<file path="config.mk">
export PLATFORM = sky130hd
export DESIGN_NAME = leds
export DESIGN_NICKNAME = d
export VERILOG_FILES = /design/src/rtl/leds_pkg.sv /design/src/rtl/leds_channel.sv /design/src/rtl/leds.sv
export SDC_FILE = /design/constraint.sdc
export NUM_CORES = 1
export LEC_CHECK = 0
export CAP_MARGIN = 10
export CORE_MARGIN = 1.5
export CORE_UTILIZATION = 37
export CTS_BUF_LIST = sky130_fd_sc_hd__clkbuf_16
export DETAILED_ROUTE_END_ITERATION = 10
export PLACE_DENSITY_LB_ADDON = 0.05
export SYNTH_ARGS = -nofsm -noshare
export SYNTH_HDL_FRONTEND = slang
export SYNTH_SLANG_ARGS = --single-unit
</file>
<file path="constraint.sdc">
create_clock -name clock -period 4.6 [get_ports clock]
set_clock_uncertainty 0.2 [all_clocks]
set_input_delay 0.92 -clock clock [delete_from_list [all_inputs] [get_ports clock]]
set_output_delay 0.92 -clock clock [all_outputs]
set_load 0.005 [all_outputs]
</file>
<file path="src/rtl/leds_pkg.sv">
// Shared types and constants for the LED bank driver.
package leds_pkg;

    localparam int LED_MODE_W  = 2;
    // Widest PWM resolution a channel configuration can carry.
    localparam int LED_LEVEL_W = 16;

    typedef enum logic [LED_MODE_W-1:0] {
        LED_OFF     = 2'd0,
        LED_ON      = 2'd1,
        LED_BLINK   = 2'd2,
        LED_BREATHE = 2'd3
    } led_mode_t;

    // Levels are stored zero-extended to LED_LEVEL_W bits.
    typedef struct packed {
        led_mode_t                mode;
        logic [LED_LEVEL_W-1:0]   level;
    } led_cfg_t;

    typedef enum logic [1:0] {
        PEND_EMPTY = 2'd0,
        PEND_FULL  = 2'd1,
        PEND_DRAIN = 2'd2
    } pend_state_t;

    // Counter width for a modulo-count counter, never narrower than one bit.
    function automatic int width_of(input int count);
        return (count > 1) ? $clog2(count) : 1;
    endfunction

endpackage

</file>
<file path="src/rtl/leds_channel.sv">
// One LED channel: configuration register, optional breathe ramp and the
// registered PWM output bit.
// Optional feature macro: LEDS_BREATHE_EN (without it, BREATHE renders as ON).
module led_channel
    import leds_pkg::*;
#(
    parameter int leds_pwm_bits = 8
) (
    input  logic                     clock,
    input  logic                     reset,
    input  logic                     load,
    input  led_cfg_t                 load_cfg,
`ifdef LEDS_BREATHE_EN
    input  logic                     frame_wrap,
`endif
    input  logic [leds_pwm_bits-1:0] pwm_cnt,
    input  logic                     blink_phase,
    output logic                     led
);

    localparam logic [LED_LEVEL_W-1:0] LEVEL_FULL = LED_LEVEL_W'((2 ** leds_pwm_bits) - 1);

    led_cfg_t                 cfg;
    logic [LED_LEVEL_W-1:0]   pwm_ext;
    logic                     on_rule;
    logic                     led_next;

    // Configuration register, loaded on the edge that starts a new frame.
    always_ff @(posedge clock) begin
        if (reset) begin
            cfg <= '{mode: LED_OFF, level: '0};
        end else if (load) begin
            cfg <= load_cfg;
        end
    end

    assign pwm_ext = LED_LEVEL_W'(pwm_cnt);
    // Full-scale level is solid on rather than lit for all but one tick.
    assign on_rule = (cfg.level == LEVEL_FULL) || (pwm_ext < cfg.level);

`ifdef LEDS_BREATHE_EN
    logic [leds_pwm_bits-1:0] ramp;
    logic                     ramp_up;
    logic [LED_LEVEL_W-1:0]   ramp_ext;

    assign ramp_ext = LED_LEVEL_W'(ramp);

    // Triangle ramp 0..level..0, one step per frame; any write restarts it.
    always_ff @(posedge clock) begin
        if (reset) begin
            ramp    <= '0;
            ramp_up <= 1'b1;
        end else if (load) begin
            ramp    <= '0;
            ramp_up <= 1'b1;
        end else if (frame_wrap) begin
            if (ramp_up) begin
                if (ramp_ext < cfg.level) begin
                    ramp <= ramp + 1'b1;
                end else begin
                    ramp_up <= 1'b0;
                    if (ramp != '0) begin
                        ramp <= ramp - 1'b1;
                    end
                end
            end else begin
                if (ramp != '0) begin
                    ramp <= ramp - 1'b1;
                end else begin
                    ramp_up <= 1'b1;
                    if (cfg.level != '0) begin
                        ramp <= ramp + 1'b1;
                    end
                end
            end
        end
    end
`endif

    // Next output bit from the current mode and PWM position.
    always_comb begin
        led_next = 1'b0;
        case (cfg.mode)
            LED_OFF:     led_next = 1'b0;
            LED_ON:      led_next = on_rule;
            LED_BLINK:   led_next = on_rule & blink_phase;
`ifdef LEDS_BREATHE_EN
            LED_BREATHE: led_next = (pwm_ext < ramp_ext);
`else
            LED_BREATHE: led_next = on_rule;
`endif
            default:     led_next = 1'b0;
        endcase
    end

    // Registered LED drive, one clock behind pwm_cnt.
    always_ff @(posedge clock) begin
        if (reset) begin
            led <= 1'b0;
        end else begin
            led <= led_next;
        end
    end

endmodule

</file>
<file path="src/rtl/leds.sv">
// LED bank driver: shared PWM timebase, blink phase, single-slot command
// buffer and one led_channel per output.
// Optional feature macro: LEDS_BREATHE_EN (per-channel breathe ramps).
//
// Pending-slot FSM
//   state      | meaning
//   PEND_EMPTY | slot free, cmd_ready high
//   PEND_FULL  | command held, waiting for the next frame boundary
//   PEND_DRAIN | command applied this boundary, slot frees after frame_start
module leds
    import leds_pkg::*;
#(
    parameter int leds_frequency = 100000000,
    parameter int leds_number    = 16,
    parameter int leds_pwm_bits  = 8,
    parameter int leds_tick_div  = 390,
    parameter int leds_blink_ms  = 250
) (
    input  logic                           clock,
    input  logic                           reset,
    input  logic                           cmd_valid,
    output logic                           cmd_ready,
    input  logic [$clog2(leds_number)-1:0] cmd_index,
    input  logic [LED_MODE_W-1:0]          cmd_mode,
    input  logic [leds_pwm_bits-1:0]       cmd_level,
    output logic                           frame_start,
    output logic [leds_number-1:0]         led
);

    localparam int IDX_W      = $clog2(leds_number);
    localparam int PRESC_W    = width_of(leds_tick_div);
    localparam int BLINK_CLKS = leds_frequency / 1000 * leds_blink_ms;
    localparam int BLINK_W    = width_of(BLINK_CLKS);

    logic [PRESC_W-1:0]       presc;
    logic                     tick;
    logic [leds_pwm_bits-1:0] pwm_cnt;
    logic                     frame_wrap;
    logic [BLINK_W-1:0]       blink_cnt;
    logic                     blink_last;
    logic                     blink_phase;

    pend_state_t              pend_state;
    pend_state_t              pend_next;
    logic [IDX_W-1:0]         pend_index;
    led_cfg_t                 pend_cfg;
    logic                     accept;
    logic                     apply;

    assign tick       = (presc == PRESC_W'(leds_tick_div - 1));
    // Edge on which pwm_cnt returns to 0; frame_start follows it by one clock.
    assign frame_wrap = tick && (pwm_cnt == '1);
    assign blink_last = (blink_cnt == BLINK_W'(BLINK_CLKS - 1));
    assign accept     = cmd_valid && cmd_ready;

    // PWM tick prescaler.
    always_ff @(posedge clock) begin
        if (reset) begin
            presc <= '0;
        end else if (tick) begin
            presc <= '0;
        end else begin
            presc <= presc + PRESC_W'(1);
        end
    end

    // PWM position counter and the frame_start pulse.
    always_ff @(posedge clock) begin
        if (reset) begin
            pwm_cnt     <= '0;
            frame_start <= 1'b0;
        end else begin
            frame_start <= frame_wrap;
            if (tick) begin
                pwm_cnt <= pwm_cnt + 1'b1;
            end
        end
    end

    // Free-running blink phase shared by all channels.
    always_ff @(posedge clock) begin
        if (reset) begin
            blink_cnt   <= '0;
            blink_phase <= 1'b0;
        end else if (blink_last) begin
            blink_cnt   <= '0;
            blink_phase <= ~blink_phase;
        end else begin
            blink_cnt <= blink_cnt + BLINK_W'(1);
        end
    end

    // Pending-slot state register.
    always_ff @(posedge clock) begin
        if (reset) begin
            pend_state <= PEND_EMPTY;
        end else begin
            pend_state <= pend_next;
        end
    end

    // Pending-slot next state, ready and apply strobe.
    always_comb begin
        pend_next = pend_state;
        cmd_ready = 1'b0;
        apply     = 1'b0;
        case (pend_state)
            PEND_EMPTY: begin
                cmd_ready = 1'b1;
                if (cmd_valid) begin
                    pend_next = PEND_FULL;
                end
            end
            PEND_FULL: begin
                if (frame_wrap) begin
                    apply     = 1'b1;
                    pend_next = PEND_DRAIN;
                end
            end
            PEND_DRAIN: begin
                if (frame_start) begin
                    pend_next = PEND_EMPTY;
                end
            end
            default: pend_next = PEND_EMPTY;
        endcase
    end

    // Capture the accepted command into the pending slot.
    always_ff @(posedge clock) begin
        if (reset) begin
            pend_index <= '0;
            pend_cfg   <= '{mode: LED_OFF, level: '0};
        end else if (accept) begin
            pend_index     <= cmd_index;
            pend_cfg.mode  <= led_mode_t'(cmd_mode);
            pend_cfg.level <= LED_LEVEL_W'(cmd_level);
        end
    end

    // An index with no matching channel is simply dropped at the boundary.
    for (genvar i = 0; i < leds_number; i++) begin : g_chan
        led_channel #(
            .leds_pwm_bits (leds_pwm_bits)
        ) u_channel (
            .clock       (clock),
            .reset       (reset),
            .load        (apply && (pend_index == IDX_W'(i))),
            .load_cfg    (pend_cfg),
`ifdef LEDS_BREATHE_EN
            .frame_wrap  (frame_wrap),
`endif
            .pwm_cnt     (pwm_cnt),
            .blink_phase (blink_phase),
            .led         (led[i])
        );
    end

endmodule
</file>
==> impl_metrics.json, run 1 <==
{
  "outcome": "finished, final reports clean",
  "postCtsHoldBufs": 0,
  "die_h_um": 189.3,
  "synth_nets": 1736,
  "floorplan.initialDensity": 0.3735,
  "fin_nets": 1708,
  "ys_top_cells_by_area": "dfxtp_1, ha_1, a21oi_1",
  "grt_overflow": 0,
  "ys_seq_elements": 236,
  "final_cells": 2050,
  "syn_inst": 1603,
  "gp_congestion": 0.7493,
  "worstPathArrival_ns": 3.48,
  "drt_iter0_markers": 777,
  "num_vias": 11290,
  "post-synth-top-count-cell": "dfxtp_1",
  "wire_per_inst_um": 18.91,
  "min_to": "blink_cnt[0]",
  "async_flop_share": 0,
  "clkLatencyLatePin_ns": 0.56,
  "syn_area_per_cell_um2": 8.010,
  "r2r-end": "g_chan[11].u_channel.cfg[3]",
  "setup_slack_ns": 1.404,
  "utilization": 0.4126,
  "synth_ff_type": "dfxtp_1",
  "drive_gt1_frac": 0.05517,
  "slowest_delay_ns": 0.96,
  "clockRootBuffer": "clkbuf_16",
  "path_cells": "ha_1 > nand3_1 > buf_4 > nor4_2 > nand3_1 > a21oi_1",
  "worst_setup_hold_path_clk_slew_ns": 0.06,
  "dpl_worst_slack_ns": 1.378,
  "path_class": "reg -> reg",
  "firstDrtPassIters": 5,
  "r2r-start": "pwm_cnt[0]",
  "hold_violations": 0,
  "min_path_cells": 1,
  "synthTopCellsByCount": "dfxtp_1, a21oi_1, o21ai_0",
  "cts_tree": "built",
  "fin_area_um2": 14180,
  "clockBufferDepth": 3,
  "required_ns": 4.88,
  "drt-total-wl_um": 38770,
  "crit_buf_inv": 1,
  "dpl.hpwl_um": 23910,
  "placedCellCount": 1999,
  "via_per_inst": 5.506,
  "cts_sinks": 236,
  "netlist-cell-type-count": 51,
  "die_area_um2": 35830,
  "setup_tns_ns": 0,
  "io_buffers": 34,
  "placementRows": 68,
  "reg2reg_depth": 6,
  "crit_path_start_kind": "register",
  "period_share": 0.6948,
  "grt_usage": 0.2142,
  "dpl-instance-area_um2": 13360,
  "period_minus_slack_ns": 3.196,
  "path_max_fanout": 19,
  "slew_headroom": 0.1774,
  "cap_viol_max_count": 0,
  "diodes": 0,
  "grt_max_degree": 123,
  "cts_setup_buffers": 0,
  "drc": 0,
  "core_um2": 34370,
  "worst_pin_slew_ns": 1.232,
  "reg2reg_slack_ns": 1.40,
  "setup_viol": 0,
  "cts_buffers": 29,
  "grt_first_pass_wirelength_um": 60820,
  "fmax_ghz": 0.3129,
  "area_delta_synth_final_pct": 10.45,
  "min_path_type": "reg -> reg",
  "syn_area_um2": 12840,
  "cts_resized": 0,
  "grt_antenna_before_repair": 0,
  "powerDensity_nw_per_um2": 300.8,
  "ir_drop_v": 0.0002358,
  "grt_pass1_vias": 10680,
  "cp_slowest_cell": "nor4_2",
  "min_from": "blink_cnt[0]",
  "yosysWarnings": 0,
  "io_pins": 35,
  "synth_top_area_frac": 0.3680,
  "rsz0062_at_grt": "false",
  "die_w_um": 189.3,
  "ant_nets": 0,
  "crit_path_frequent_cell": "nand3_1",
  "htree_num_levels": 1,
  "synth_edf_count": 0,
  "yosysSeqAreaShare": 0.3680,
  "slew_viol_final": 0,
  "critPathCaptureType": "register",
  "critPathTopFamily": "simple AND/OR/NAND/NOR gates",
  "p_leak_nw": 4.874,
  "yosysTopAreaCell": "dfxtp_1"
}
-- power by group --
group          total, mW  switching, mW  internal [mW]
clock network       2.03          0.898           1.13
logic              0.144          0.107         0.0372
registers           2.10         0.0387           2.06
-- layer usage --
layer,GRT usage,up-vias,wire length (µm)
met2,0.3654,193,18440
li1,-,5645,-
met3,0.02243,58,1284
met1,0.2878,5391,18240
met4,0.05525,0,803
met5,0,-,0
-- layout make-up --
cell class	instances	area [µm²]
inverter	120	450.4
sequential	236	4725
clock buffer	29	725.7
multi-input combinational	1132	7099
tap	455	569.3
timing repair buffer	56	519.2
fill	3579	20190
clock inverter	22	92.59
-- registers in the layout (all words and copies together) (netlist names) --
name,flops
pend_state,2
pend_cfg,10
frame_start,1
blink_cnt,25
g_chan.u_channel.led,16
blink_phase,1
g_chan.u_channel.cfg,160
pend_index,4
presc,9
pwm_cnt,8
-- placed cells by master (no fill, tap or decap), types with 2 or more instances in the layout --
cell,Yosys,routed
a2111oi_0,16,16
nand3_1,178,177
inv_1,120,128
a21o_1,16,16
or3_1,5,5
o21ai_0,182,182
o31ai_1,6,6
nand4b_1,2,2
nor3_2,4,4
or2_1,2,2
clkinv_2,0,4
clkdlybuf4s50_1,0,33
buf_4,27,21
or3_2,2,2
and4b_1,2,2
nor2_1,86,86
a21oi_1,234,234
and3_1,6,5
ha_1,116,116
xnor2_1,15,15
clkinv_1,0,9
xor2_1,11,11
a211o_1,16,16
clkbuf_16,0,29
nand4_1,52,52
nand3_2,2,2
nand3_4,1,2
and2_1,2,2
nor4_2,7,7
nand2_1,74,74
o21a_1,16,16
nand2b_1,5,5
or4_1,5,5
dfxtp_1,236,236
nor4_4,5,5
nor4_1,7,7
nor3_1,21,21
nor2b_1,22,22
and4_1,3,3
-- worst max path at each step --
stage | cells past startpoint | start | end | slack [ns]
floorplan | 7 | pwm_cnt[1] | g_chan[2].u_channel.cfg[0] | 2.12
global placement | 5 | pwm_cnt[0] | g_chan[6].u_channel.cfg[6] | 1.46
detailed placement | 5 | pwm_cnt[0] | g_chan[6].u_channel.cfg[6] | 1.38
CTS | 6 | pwm_cnt[0] | g_chan[11].u_channel.cfg[3] | 1.36
global route | 5 | pwm_cnt[0] | g_chan[4].u_channel.cfg[5] | 1.09
finish | 6 | pwm_cnt[0] | g_chan[11].u_channel.cfg[3] | 1.40
-- stage by stage --
stage,hold WS (ns),total power [mW]
after floorplan,0.2299,2.211
after global placement,0.2488,2.286
after CTS,0.2687,4.327
after global routing,0.3000,4.427
final,0.2619,4.265
after detailed placement,0.2552,2.285
-- cells by family after synthesis --
family,after synthesis,share of synthesized area
AND/OR/NAND/NOR,500,0.2104
AO/OA/AOI/OAI,489,0.2095
flip-flops,236,0.3680
buffers and inverters,235,0.08049
adder cells (fa/ha/maj),116,0.1130
XOR/XNOR,26,0.01774
multiplexers,1,0.0008770
Power figures use the tool's default switching activity.
==> inputs of run 2 (changes only) <==
clock period = 2.9 ns   (was 4.6 ns; I/O delays follow)
==> impl_metrics.json, run 2 (synthesis gave the netlist of run 1 again) <==
{
  "outcome": "finished, final reports clean",
  "fin_nets": 1733,
  "grt_usage": 0.2210,
  "required_ns": 2.12,
  "final_cells": 2077,
  "worst_pin_slew_ns": 0.8152,
  "cts_resized": 0,
  "drc": 0,
  "htree_num_levels": 1,
  "gp_congestion": 0.7680,
  "layout_common_cells": "dfxtp_1, a21oi_1, o21ai_0",
  "reg2reg_depth": 5,
  "r2r-end": "g_chan[6].u_channel.cfg[1]",
  "grt_first_pass_wirelength_um": 62360,
  "setup_viol": 0,
  "cts_setup_buffers": 0,
  "firstDrtPassIters": 5,
  "cts_tree": "built",
  "grt_max_degree": 123,
  "placedCellCount": 2024,
  "diodes": 0,
  "floorplan.initialDensity": 0.3735,
  "die_area_um2": 35830,
  "largest_reg_flops": 160,
  "fmax_ghz": 0.3900,
  "top_register": "g_chan.u_channel.cfg",
  "wire_per_inst_um": 19.25,
  "via_per_inst": 5.510,
  "grt_pass1_vias": 10910,
  "io_pins": 35,
  "path_class": "reg -> out",
  "cts_buffers": 29,
  "reg2reg_slack_ns": 0.41,
  "startpoint": "pend_state[0]",
  "slew_headroom": 0.4536,
  "final.fill_count": 3550,
  "period_minus_slack_ns": 2.564,
  "rsz0062_at_grt": "false",
  "grt_overflow": 0,
  "min_path_type": "in -> reg",
  "slew_viol_final": 0,
  "reg_top3": "g_chan.u_channel.cfg: 160 flops, blink_cnt: 25 flops, g_chan.u_channel.led: 16 flops",
  "placementRows": 68,
  "core_um2": 34370,
  "path_max_fanout": 6,
  "cts_sinks": 236,
  "setup_tns_ns": 0,
  "ant_nets": 0,
  "clockRootBuffer": "clkbuf_16",
  "dpl.hpwl_um": 24570,
  "layout_commonest_cell": "dfxtp_1",
  "drive_gt1_frac": 0.07522,
  "die_h_um": 189.3,
  "io_buffers": 34,
  "crit_path_start_kind": "register",
  "p_leak_nw": 5.086,
  "num_vias": 11450,
  "grt_antenna_before_repair": 0,
  "drt-total-wl_um": 39990,
  "ir_drop_v": 0.0004537,
  "r2r-start": "pwm_cnt[1]",
  "worstPathArrival_ns": 1.78,
  "cap_viol_max_count": 0,
  "clockBufferDepth": 3,
  "clkLatencyLatePin_ns": 0.56,
  "drt_iter0_markers": 822,
  "period_share": 0.8841,
  "crit_end": "cmd_ready",
  "worst_setup_hold_path_clk_slew_ns": 0.06,
  "area_delta_synth_final_pct": 13.49,
  "hold_violations": 0,
  "powerDensity_nw_per_um2": 500.5,
  "critPathCaptureType": "output pin",
  "die_w_um": 189.3,
  "postCtsHoldBufs": 0
}
==> run 2: cell count changes in the layout (fill, tap and decap cells not counted), moves of 3 or more <==
cell,before,now
buf_4,21,41
buf_12,1,6
bufinv_16,0,5
clkinv_2,4,9
inv_1,128,124
clkinv_1,9,6
==> run 2: report_power, final <==
part,switching (mW),leakage (nW),internal [mW],total (mW)
registers,0.0333,1.90,3.26,3.30
clock network,1.48,0.494,2.24,3.72
logic,0.203,2.69,0.0712,0.275
total,1.71,5.09,5.58,7.29
==> run 2: worst min-delay path by stage <==
stage,slack [ns],cells past startpoint,startpoint,endpoint
after floorplan,0.23,1,blink_cnt[0],blink_cnt[0]
after global placement,0.25,1,blink_cnt[0],blink_cnt[0]
after detailed placement,0.26,1,blink_cnt[0],blink_cnt[0]
after CTS,0.006,2,reset,blink_cnt[4]
after global routing,0.01,2,reset,blink_cnt[4]
final,0.03,2,reset,blink_cnt[4]
==> run 2: metal layers <==
layer | vias to the layer above | track usage | wire (µm)
met5 | - | 0 | 0
met2 | 220 | 0.3640 | 18230
met3 | 54 | 0.02854 | 1400
met4 | 0 | 0.05067 | 895
li1 | 5699 | - | -
met1 | 5472 | 0.3066 | 19470
==> run 2: per-stage QoR <==
step | hold WS [ns] | util | setup slack, ns | cell area [µm²] | power, mW
after floorplan | 0.2299 | - | 0.4193 | 12840 | 3.506
after global placement | 0.2476 | 0.3960 | 0.4720 | 13610 | 3.643
after detailed placement | 0.2551 | 0.3960 | 0.4035 | 13610 | 3.642
after CTS | 0.006407 | 0.4239 | 0.3147 | 14570 | 7.373
after global routing | 0.01482 | 0.4239 | 0.2234 | 14570 | 7.526
final | 0.02513 | 0.4239 | 0.3360 | 14570 | 7.293
==> run 2: cell type report <==
| cell class | count | area (µm²) | share of cell area |
|---|---|---|---|
| multi-input combinational | 1132 | 7099 | 0.4872 |
| sequential | 236 | 4725 | 0.3242 |
| timing repair buffer | 81 | 769.5 | 0.05281 |
| clock buffer | 29 | 725.7 | 0.04980 |
| clock inverter | 24 | 232.7 | 0.01597 |
| tap | 455 | 569.3 | 0.03907 |
| inverter | 120 | 450.4 | 0.03091 |
==> run 2: worst max-delay path, cell delays in order (launching register included) <==
cell and delay [ns]:
dfxtp_1 0.35, nor2_1 0.30, clkdlybuf4s50_1 0.57
==> inputs of run 3 (changes only) <==
CORE_MARGIN = unset   (was 1.5)
==> impl_metrics.json, run 3 (synthesis gave the netlist of run 1 again) <==
{
  "clockBufferDepth": 3,
  "worstPathArrival_ns": 2.90,
  "hold-worst-slack_ns": 0.1729,
  "cts_setup_buffers": 0,
  "critPathCaptureType": "register",
  "io_buffers": 34,
  "grt_pass1_vias": 10990,
  "largest_reg_flops": 160,
  "cts_tree": "built",
  "outcome": "finished, final reports clean",
  "powerDensity_nw_per_um2": 478.9,
  "p_int_mw": 5.234,
  "cp_slowest_cell": "and3_1",
  "drive_gt1_frac": 0.07843,
  "setup_viol": 0,
  "fin_nets": 1742,
  "die_w_um": 188.3,
  "diodes": 0,
  "crit_path_start_kind": "register",
  "cts_buffers": 29,
  "cap_viol_max_count": 0,
  "clockRootBuffer": "clkbuf_16",
  "min_path_type": "in -> reg",
  "path_max_fanout": 17,
  "comb_power_share": 0.041,
  "drc": 0,
  "placementRows": 67,
  "cts_sinks": 236,
  "ir_drop_v": 0.0004423,
  "grt_overflow": 0,
  "grt_usage": 0.2261,
  "core_um2": 33870,
  "top_layer": "met4",
  "drt-met1-wl_um": 19180,
  "grt_first_pass_wirelength_um": 63410,
  "die_h_um": 188.3,
  "hold_violations": 0,
  "firstDrtPassIters": 4,
  "area_delta_synth_final_pct": 13.34,
  "cts_resized": 0,
  "clkLatencyLatePin_ns": 0.56,
  "power_frac_seq": 0.473,
  "io_pins": 35,
  "wire_per_inst_um": 19.32,
  "num_vias": 11430,
  "worst_setup_hold_path_clk_slew_ns": 0.06,
  "required_ns": 3.12,
  "via_per_inst": 5.496,
  "drt_iter0_markers": 629,
  "final.fill_count": 3467,
  "wl_met3_um": 1673,
  "path_cells": "ha_1 > and3_1 > nand4_1 > o21ai_0 > a21oi_1",
  "fmax_ghz": 0.3725,
  "floorplan.initialDensity": 0.3791,
  "top_register": "g_chan.u_channel.cfg",
  "clkPwrFrac": 0.486,
  "slew_headroom": 0.4748,
  "setup_tns_ns": 0,
  "period_minus_slack_ns": 2.684,
  "critPathTopFamily": "simple AND/OR/NAND/NOR gates",
  "crit_buf_inv": 0,
  "htree_num_levels": 1,
  "p_sw_frac": 0.2489,
  "path_class": "reg -> reg",
  "die_area_um2": 35450,
  "power_switching_mw": 1.735,
  "dpl.hpwl_um": 25350,
  "drt-total-wl_um": 40180,
  "p_leak_nw": 5.081,
  "worst_pin_slew_ns": 0.7835,
  "rsz0062_at_grt": "false",
  "grt_max_degree": 113,
  "layout_commonest_cell": "dfxtp_1",
  "slew_viol_final": 0,
  "met2_length_um": 18470,
  "gp_congestion": 0.8193,
  "postCtsHoldBufs": 0,
  "layout_common_cells": "dfxtp_1, a21oi_1, o21ai_0",
  "slowest_delay_ns": 0.70,
  "ant_nets": 0,
  "grt_antenna_before_repair": 0,
  "period_share": 0.9256,
  "reg_top3": "g_chan.u_channel.cfg: 160 flops, blink_cnt: 25 flops, g_chan.u_channel.led: 16 flops"
}
==> run 3: area by class of cell <==
cell class,instances,area (µm²),area share
multi-input cells,1132,7099,0.4878
flip-flops and latches,236,4725,0.3246
repair buffers,90,849.6,0.05838
clock buffers,29,725.7,0.04987
well taps,448,560.5,0.03852
inverters,120,450.4,0.03095
clock inverters,25,142.6,0.009801
==> run 3: path summary, 6_finish.rpt <==
kind / from / to / slack (ns) / depth (start not counted)
worst max-delay path: pwm_cnt[1] / g_chan[7].u_channel.cfg[0] / 0.22 / 5
worst min-delay path: reset / pwm_cnt[2] / 0.17 / 2
worst max register to register: pwm_cnt[1] / g_chan[7].u_channel.cfg[0] / 0.22 / 5
worst min register to register: blink_cnt[0] / blink_cnt[0] / 0.26 / 1
==> run 3: power by group through the flow <==
stage               Combinational [mW]  Sequential [mW]  Clock (mW)
floorplan                        0.159             3.35           0
global placement                 0.288             3.37           0
detailed placement               0.286             3.37           0
CTS                              0.286             3.30        3.45
global route                     0.303             3.30        3.59
finish                           0.286             3.30        3.39
==> run 3: per-layer routing <==
metal / track usage / vias to the layer above
met1: 0.3110 / 5429
met4: 0.05378 / 0
met5: 0 / -
met2: 0.3714 / 223
met3: 0.03166 / 57
li1: - / 5722
==> run 3: per-stage QoR <==
step                      setup slack, ns  power, mW  instance area [µm²]  cells  utilization
after floorplan                    0.4193      3.506                12840   1603            -
after global placement             0.2808      3.657                13680   2026       0.4041
after detailed placement           0.3142      3.655                13680   2026       0.4041
after CTS                          0.3138      7.038                14550   2080       0.4297
after global routing              0.06594      7.197                14550   2080       0.4297
final                              0.2157      6.969                14550   2080       0.4297
